**src/rtl/hf_bpf_biquad_mc.sv**
```systemverilog
`default_nettype none
// ============================================================================
// Module   : hf_bpf_biquad_mc
// Purpose  : Multi-channel, time-multiplexed Direct Form I biquad band-pass
//            section. One shared multiplier evaluates one MAC term per cycle
//            (b0,b1,b2,a1,a2). Coefficients and x1/x2/y1/y2 history are
//            stored per channel.
// Ports    : clk, rst (async, active-high)
//            s_valid/s_ready/s_data/s_chan      sample input stream
//            m_valid/m_ready/m_data/m_chan/m_sat filtered output stream
//            cfg_we/cfg_chan/cfg_idx/cfg_data   coefficient write port
//            clr_state                          zero history of all channels
// Revision : 1.0 - initial release
// ============================================================================
module hf_bpf_biquad_mc #(
    parameter int DW   = 16,
    parameter int CW   = 18,
    parameter int FRAC = 14,
    parameter int CH   = 4,
    parameter int CHW  = (CH > 1) ? $clog2(CH) : 1,
    parameter int ACCW = DW + CW + 3
) (
    input  logic                 clk,
    input  logic                 rst,
    input  logic                 s_valid,
    output logic                 s_ready,
    input  logic signed [DW-1:0] s_data,
    input  logic [CHW-1:0]       s_chan,
    output logic                 m_valid,
    input  logic                 m_ready,
    output logic signed [DW-1:0] m_data,
    output logic [CHW-1:0]       m_chan,
    output logic                 m_sat,
    input  logic                 cfg_we,
    input  logic [CHW-1:0]       cfg_chan,
    input  logic [2:0]           cfg_idx,
    input  logic signed [CW-1:0] cfg_data,
    input  logic                 clr_state
);

    typedef enum logic [2:0] {
        S_IDLE = 3'd0,
        S_MAC0 = 3'd1,
        S_MAC1 = 3'd2,
        S_MAC2 = 3'd3,
        S_MAC3 = 3'd4,
        S_MAC4 = 3'd5,
        S_OUT  = 3'd6
    } state_t;

    localparam int PW = DW + CW;
    localparam logic [CHW:0]             c_CH_LIM = (CHW + 1)'(CH);
    localparam logic signed [CW-1:0]     c_UNITY  = CW'(1) << FRAC;
    localparam logic signed [ACCW-1:0]   c_HALF   = ACCW'(1) << (FRAC - 1);
    localparam logic signed [ACCW-1:0]   c_YMAX   = {{(ACCW-DW+1){1'b0}}, {(DW-1){1'b1}}};
    localparam logic signed [ACCW-1:0]   c_YMIN   = {{(ACCW-DW+1){1'b1}}, {(DW-1){1'b0}}};

    // Per-channel storage
    logic signed [CW-1:0] r_coef [CH][5];
    logic signed [DW-1:0] r_x1 [CH];
    logic signed [DW-1:0] r_x2 [CH];
    logic signed [DW-1:0] r_y1 [CH];
    logic signed [DW-1:0] r_y2 [CH];

    // Snapshot of the sample in flight
    state_t               r_state;
    logic [CHW-1:0]       r_chan;
    logic signed [CW-1:0] r_c [5];
    logic signed [DW-1:0] r_sx, r_sx1, r_sx2, r_sy1, r_sy2;
    logic signed [ACCW-1:0] r_acc;
    logic                 r_clr_pend;

    logic                 w_s_chan_ok;
    logic                 w_cfg_ok;
    logic                 w_wb;
    logic signed [CW-1:0] w_op_c;
    logic signed [DW-1:0] w_op_d;
    logic                 w_neg;
    logic signed [PW-1:0] w_prod;
    logic signed [ACCW-1:0] w_term, w_acc_base, w_acc_next, w_rnd, w_shift;
    logic                 w_hi, w_lo;
    logic signed [DW-1:0] w_sat_data;

    assign w_s_chan_ok = ({1'b0, s_chan} < c_CH_LIM);
    assign w_cfg_ok    = ({1'b0, cfg_chan} < c_CH_LIM) && (cfg_idx < 3'd5);
    // A clear seen at any point while the sample was in flight cancels its
    // history update so the cleared state survives.
    assign w_wb        = (r_state == S_OUT) && m_ready && !r_clr_pend;
    assign s_ready     = (r_state == S_IDLE) && !rst;

    // Operand selection for the shared multiplier
    always_comb begin
        w_op_c = r_c[0];
        w_op_d = r_sx;
        w_neg  = 1'b0;
        case (r_state)
            S_MAC1: begin w_op_c = r_c[1]; w_op_d = r_sx1; end
            S_MAC2: begin w_op_c = r_c[2]; w_op_d = r_sx2; end
            S_MAC3: begin w_op_c = r_c[3]; w_op_d = r_sy1; w_neg = 1'b1; end
            S_MAC4: begin w_op_c = r_c[4]; w_op_d = r_sy2; w_neg = 1'b1; end
            default: ;
        endcase
    end

    assign w_prod     = w_op_c * w_op_d;
    assign w_term     = ACCW'(w_prod);
    assign w_acc_base = (r_state == S_MAC0) ? '0 : r_acc;
    assign w_acc_next = w_neg ? (w_acc_base - w_term) : (w_acc_base + w_term);
    assign w_rnd      = w_acc_next + c_HALF;
    assign w_shift    = w_rnd >>> FRAC;
    assign w_hi       = (w_shift > c_YMAX);
    assign w_lo       = (w_shift < c_YMIN);
    assign w_sat_data = w_hi ? c_YMAX[DW-1:0] : (w_lo ? c_YMIN[DW-1:0] : w_shift[DW-1:0]);

    // Coefficient and history memory
    always_ff @(posedge clk or posedge rst) begin
        if (rst) begin
            for (int c = 0; c < CH; c++) begin
                r_coef[c][0] <= c_UNITY;
                for (int k = 1; k < 5; k++) r_coef[c][k] <= '0;
                r_x1[c] <= '0;
                r_x2[c] <= '0;
                r_y1[c] <= '0;
                r_y2[c] <= '0;
            end
        end else begin
            if (cfg_we && w_cfg_ok) r_coef[cfg_chan][cfg_idx] <= cfg_data;
            if (clr_state) begin
                for (int c = 0; c < CH; c++) begin
                    r_x1[c] <= '0;
                    r_x2[c] <= '0;
                    r_y1[c] <= '0;
                    r_y2[c] <= '0;
                end
            end else if (w_wb) begin
                r_x2[r_chan] <= r_sx1;
                r_x1[r_chan] <= r_sx;
                r_y2[r_chan] <= r_sy1;
                r_y1[r_chan] <= m_data;
            end
        end
    end

    // Sequencer and output registers
    always_ff @(posedge clk or posedge rst) begin
        if (rst) begin
            r_state    <= S_IDLE;
            r_chan     <= '0;
            for (int k = 0; k < 5; k++) r_c[k] <= '0;
            r_sx       <= '0;
            r_sx1      <= '0;
            r_sx2      <= '0;
            r_sy1      <= '0;
            r_sy2      <= '0;
            r_acc      <= '0;
            r_clr_pend <= 1'b0;
            m_valid    <= 1'b0;
            m_data     <= '0;
            m_chan     <= '0;
            m_sat      <= 1'b0;
        end else begin
            if ((r_state != S_IDLE) && clr_state) r_clr_pend <= 1'b1;
            case (r_state)
                S_IDLE: begin
                    r_clr_pend <= 1'b0;
                    // Out-of-range channels are consumed without producing output.
                    if (s_valid && w_s_chan_ok) begin
                        r_sx   <= s_data;
                        r_chan <= s_chan;
                        for (int k = 0; k < 5; k++) r_c[k] <= r_coef[s_chan][k];
                        r_sx1  <= clr_state ? '0 : r_x1[s_chan];
                        r_sx2  <= clr_state ? '0 : r_x2[s_chan];
                        r_sy1  <= clr_state ? '0 : r_y1[s_chan];
                        r_sy2  <= clr_state ? '0 : r_y2[s_chan];
                        r_state <= S_MAC0;
                    end
                end
                S_MAC0: begin r_acc <= w_acc_next; r_state <= S_MAC1; end
                S_MAC1: begin r_acc <= w_acc_next; r_state <= S_MAC2; end
                S_MAC2: begin r_acc <= w_acc_next; r_state <= S_MAC3; end
                S_MAC3: begin r_acc <= w_acc_next; r_state <= S_MAC4; end
                S_MAC4: begin
                    r_acc   <= w_acc_next;
                    m_data  <= w_sat_data;
                    m_sat   <= w_hi || w_lo;
                    m_chan  <= r_chan;
                    m_valid <= 1'b1;
                    r_state <= S_OUT;
                end
                S_OUT: begin
                    if (m_ready) begin
                        m_valid <= 1'b0;
                        r_state <= S_IDLE;
                    end
                end
                default: r_state <= S_IDLE;
            endcase
        end
    end

endmodule
`default_nettype wire
```
**config.mk**
```make
export PLATFORM = sky130hd
export DESIGN_NAME = hf_bpf_biquad_mc
export DESIGN_NICKNAME = d
export VERILOG_FILES = /design/src/rtl/hf_bpf_biquad_mc.sv
export SDC_FILE = /design/constraint.sdc
export NUM_CORES = 2
export LEC_CHECK = 0
export CAP_MARGIN = 20
export CORE_ASPECT_RATIO = 1.5
export CORE_MARGIN = 2
export CORE_UTILIZATION = 30
export CTS_BUF_LIST = sky130_fd_sc_hd__clkbuf_4
export CTS_CLUSTER_SIZE = 28
export DETAILED_ROUTE_END_ITERATION = 7
export SKIP_LAST_GASP = 1
export SYNTH_ARGS = -nofsm -noshare
export SYNTH_HDL_FRONTEND = slang
export SYNTH_SLANG_ARGS = --single-unit
```
**constraint.sdc**
```tcl
create_clock -name clk -period 38.2 [get_ports clk]
set_input_delay 5.73 -clock clk [delete_from_list [all_inputs] [get_ports clk]]
set_output_delay 5.73 -clock clk [all_outputs]
set_load 0.01 [all_outputs]
```
==> impl_metrics.yaml <==
timing:
  finalWorstPathRequiredPeriod_ns: 13.74
  finClkSkew_ns: 0.0822
  max_freq_ghz: 0.0728
  tightestPinTransition_ns: 1.18
  hold_viol_final: 0
  final_max_slew_viol_count: 0
  layout_worst_path_cycle_share_pct: 36.0
  setup-tns-final_ns: 0
  report.final.setup_viol: 0
  rsz0062_at_grt: "no"
  headroom_to_the_max_slew_limit_pct: 21.4
drt:
  post-route-drc-count: 0
  pre_antenna_drt_iters: 6
  dr_total_vias: 36932
  detail_route.wl_per_cell_um: 20.2
  vias_per_cell: 5.12
  dr.first_iter.drc_count: 2166
  antenna_left: 0
  detail_route.wirelength_mm: 146
clocking:
  cts.repair.resized: 0
  worst_skew_late_latency_ns: 1.18
  clockBufferDepth: 3
  h_tree_levels: 4
  cts_sinks: 849
  tritoncts: "built"
  cts_made_buffers: 196
  cts_root_buffer: "sky130_fd_sc_hd__clkbuf_4"
  clock_pin_slew_on_the_worst_setup_and_hold_paths_ns: 0.07
  cts.repair_timing.setup_buffer_count: 0
  hold_buffers: 0
finish:
  nets: 5255
  multi_input_area_sq_mm: 0.0286
  final_cell_mix: "844 x sky130_fd_sc_hd__dfrtp_1, 722 x sky130_fd_sc_hd__nand2_1, 487 x sky130_fd_sc_hd__mux2_2"
  mostFrequentLayoutCell: "sky130_fd_sc_hd__dfrtp_1"
  share_of_layout_cells_above_drive_strength_1_pct: 23.5
  syn_to_final_growth_pct: 11.3
  finalCoreUtilization_pct: 33.6
  filler_cell_count: 17268
  regArea_sq_mm: 0.0213
global_routing:
  globalRoute.busiestLayer: "met2"
  wire_length_of_the_first_global_routing_pass_mm: 228
  grt_util_all_layers_pct: 16.5
  grtUsageMet3_pct: 2.37
  grt-ovfl-total: 0
  globalRouteMet1Util_pct: 19.0
  via_count_of_the_first_global_routing_pass: 39332
  grtUsageMet2_pct: 29.5
  antenna_found_initial: 3
  pin_count_of_the_biggest_net_entering_global_routing: 163
outcome:
  run_status: "finished, final reports clean"
floorplan:
  die_w_um: 344
  floorplan.core_area_sq_mm: 0.173
  fp.dieH_um: 515
  initial_core_util_pct: 30.2
  fp-row-count: 187
  die_area_sq_mm: 0.177
  io_pins: 68
synthesis:
  synthDominantAreaCellType: "sky130_fd_sc_hd__dfrtp_1"
  synthesis.nets: 5199
  synth_top_area_share_pct: 40.5
  synth.area.top_cells: "sky130_fd_sc_hd__dfrtp_1 41%, sky130_fd_sc_hd__fa_1 11%, sky130_fd_sc_hd__mux2_2 11%"
  syn_inst: 4737
  synth.yosys.warnings: 0
  synth.lib_cells_used.distinct: 114
  postSynth.topFlopCell: "sky130_fd_sc_hd__dfrtp_1"
  sequential_cell_area_fraction_in_the_yosys_report_pct: 40.7
  asyncSetResetFlopFracSynth_pct: 100
  synth-edff-count: 0
  syn_area_sq_mm: 0.0522
  avgSynthCellArea_sq_um: 11.0
  ff_latch_count_synth: 849
placement:
  dp_hpwl_mm: 98.7
  place_congestion: 0.917
  port_buffers: 67
worst_setup_path:
  cp_common_cell: "sky130_fd_sc_hd__fa_1"
  regToRegStartpoint: "r_state[2]$_DFFE_PP0P_"
  worst_ep_arrival_time_ns: 14.82
  worstSetupPathType: "flop to flop"
  worst_path_largest_cell_delay_ns: 1.07
  reg2reg_to: "m_data[8]$_DFFE_PP0N_"
  start_kind: "flop"
  critical_path_cell_count: 42
  r2r.worst_path.cells: 42
  cpMaxStageDelayCell: "sky130_fd_sc_hd__dfrtp_1"
  path_buf_inv: 7
  crit_required_ns: 39.28
  setup_slack_of_the_most_critical_reg_to_reg_path_ns: 24.46
  critical_path.top_delay_family: "adder cells"
  cp_max_fo: 55
  timing.critical_path.to_type: "flop"
job:
  max_cap_violations: 0
min_path:
  min-delay-path-class: "flop to flop"
  timing.hold.worst_path_depth: 2
  timing.hold.worst.start: "r_acc[3]$_DFFE_PP0P_"
  hold-path-endpoint: "r_acc[3]$_DFFE_PP0P_"
cell type report:
type | instances | share of cell area, %
clock inverter | 62 | 0.761
clock buffer | 288 | 3.72
sequential | 849 | 36.6
inverter | 348 | 2.26
multi-input combinational | 3242 | 49.2
tap | 2268 | 4.89
timing repair buffer | 156 | 2.54
antenna | 4 | 0.0172
worst reg2reg max path, delay by kind of cell (launching register included):
family                   cells  cell delay [ns]
AO/OA/AOI/OAI                6             2.30
XOR/XNOR                     5             1.63
adder cells (fa/ha/maj)      8             3.89
buffers and inverters        7             1.15
flip-flops                   1             1.07
AND/OR/NAND/NOR             16             3.66
cell usage after synthesis (6+ instances only):
cell / n
sky130_fd_sc_hd__a2111oi_0: 6
sky130_fd_sc_hd__a211o_1: 14
sky130_fd_sc_hd__a211oi_1: 36
sky130_fd_sc_hd__a21o_1: 29
sky130_fd_sc_hd__a21oi_1: 341
sky130_fd_sc_hd__a221oi_1: 8
sky130_fd_sc_hd__a22o_1: 72
sky130_fd_sc_hd__a22oi_1: 23
sky130_fd_sc_hd__a31oi_1: 12
sky130_fd_sc_hd__and2_1: 13
sky130_fd_sc_hd__and3_1: 9
sky130_fd_sc_hd__buf_1: 31
sky130_fd_sc_hd__buf_2: 13
sky130_fd_sc_hd__clkbuf_1: 249
sky130_fd_sc_hd__dfrtp_1: 845
sky130_fd_sc_hd__fa_1: 291
sky130_fd_sc_hd__ha_1: 124
sky130_fd_sc_hd__inv_1: 348
sky130_fd_sc_hd__mux2_2: 487
sky130_fd_sc_hd__mux2i_1: 45
sky130_fd_sc_hd__mux4_2: 154
sky130_fd_sc_hd__nand2_1: 724
sky130_fd_sc_hd__nand2b_1: 29
sky130_fd_sc_hd__nand3_1: 29
sky130_fd_sc_hd__nand3b_1: 8
sky130_fd_sc_hd__nand4_1: 12
sky130_fd_sc_hd__nor2_1: 260
sky130_fd_sc_hd__nor2b_1: 51
sky130_fd_sc_hd__nor3_1: 29
sky130_fd_sc_hd__nor3b_1: 6
sky130_fd_sc_hd__nor4_1: 8
sky130_fd_sc_hd__o211ai_1: 13
sky130_fd_sc_hd__o21a_1: 23
sky130_fd_sc_hd__o21ai_0: 75
sky130_fd_sc_hd__o21ai_1: 19
sky130_fd_sc_hd__o21bai_1: 6
sky130_fd_sc_hd__o221a_1: 13
sky130_fd_sc_hd__o22ai_1: 6
sky130_fd_sc_hd__o31ai_1: 7
sky130_fd_sc_hd__or2_2: 30
sky130_fd_sc_hd__or3_1: 11
sky130_fd_sc_hd__xnor2_1: 67
sky130_fd_sc_hd__xor2_1: 38
per-stage QoR:
| stage | instance area, sq um | setup WS, ns | std cells | hold WS, ns |
|---|---|---|---|---|
| 2_1_floorplan | 52200 | 8.62 | 4737 | 0.441 |
| 3_3_place_gp | 55200 | 24.03 | 6854 | 0.455 |
| 3_5_place_dp | 55300 | 24.56 | 6859 | 0.465 |
| 4_1_cts | 57900 | 24.51 | 7209 | 0.483 |
| 5_1_grt | 58000 | 23.73 | 7214 | 0.502 |
| 6_report | 58000 | 24.46 | 7217 | 0.476 |
flip-flops by register name, indices dropped and copies added (netlist names):
signal / flops
r_c: 90
r_sy1: 16
m_data: 16
r_y2: 64
r_sx2: 16
r_clr_pend: 1
r_acc: 37
m_chan: 2
r_y1: 64
r_state: 3
r_chan: 2
m_valid: 1
r_x1: 64
r_sx: 16
r_sy2: 16
r_x2: 64
m_sat: 1
r_coef: 360
r_sx1: 16
layer usage:
metal / vias up / wire length (um)
li1: 16485 / -
met1: 19005 / 56000
met2: 1083 / 75900
met3: 359 / 6550
met4: 0 / 7130
met5: - / 0
logic make-up (layout without fill, tap and decap cells):
logic type | after synthesis | count (layout) | share of synthesized area [%]
compound gates | 780 | 780 | 9.95
xor+xnor | 107 | 107 | 1.84
simple gates | 1253 | 1253 | 10.5
fa+ha+maj | 415 | 415 | 14.1
flops | 849 | 849 | 40.7
buf+inv | 646 | 854 | 4.72
mux | 687 | 687 | 18.1
other cells | 0 | 4 | 0
worst max path at each step:
stage                                      start               endpoint
after global placement    r_state[2]$_DFFE_PP0P_  m_data[8]$_DFFE_PP0N_
after floorplan                              rst  m_chan[0]$_DFFE_PP0N_
final                     r_state[2]$_DFFE_PP0P_  m_data[8]$_DFFE_PP0N_
after detailed placement  r_state[2]$_DFFE_PP0P_  m_data[8]$_DFFE_PP0N_
after global routing      r_state[2]$_DFFE_PP0P_  m_data[6]$_DFFE_PP0N_
after CTS                 r_state[2]$_DFFE_PP0P_  m_data[8]$_DFFE_PP0N_
Power is not shown: default switching activity piles up to over one toggle a cycle in this logic, so the estimate is an artifact.
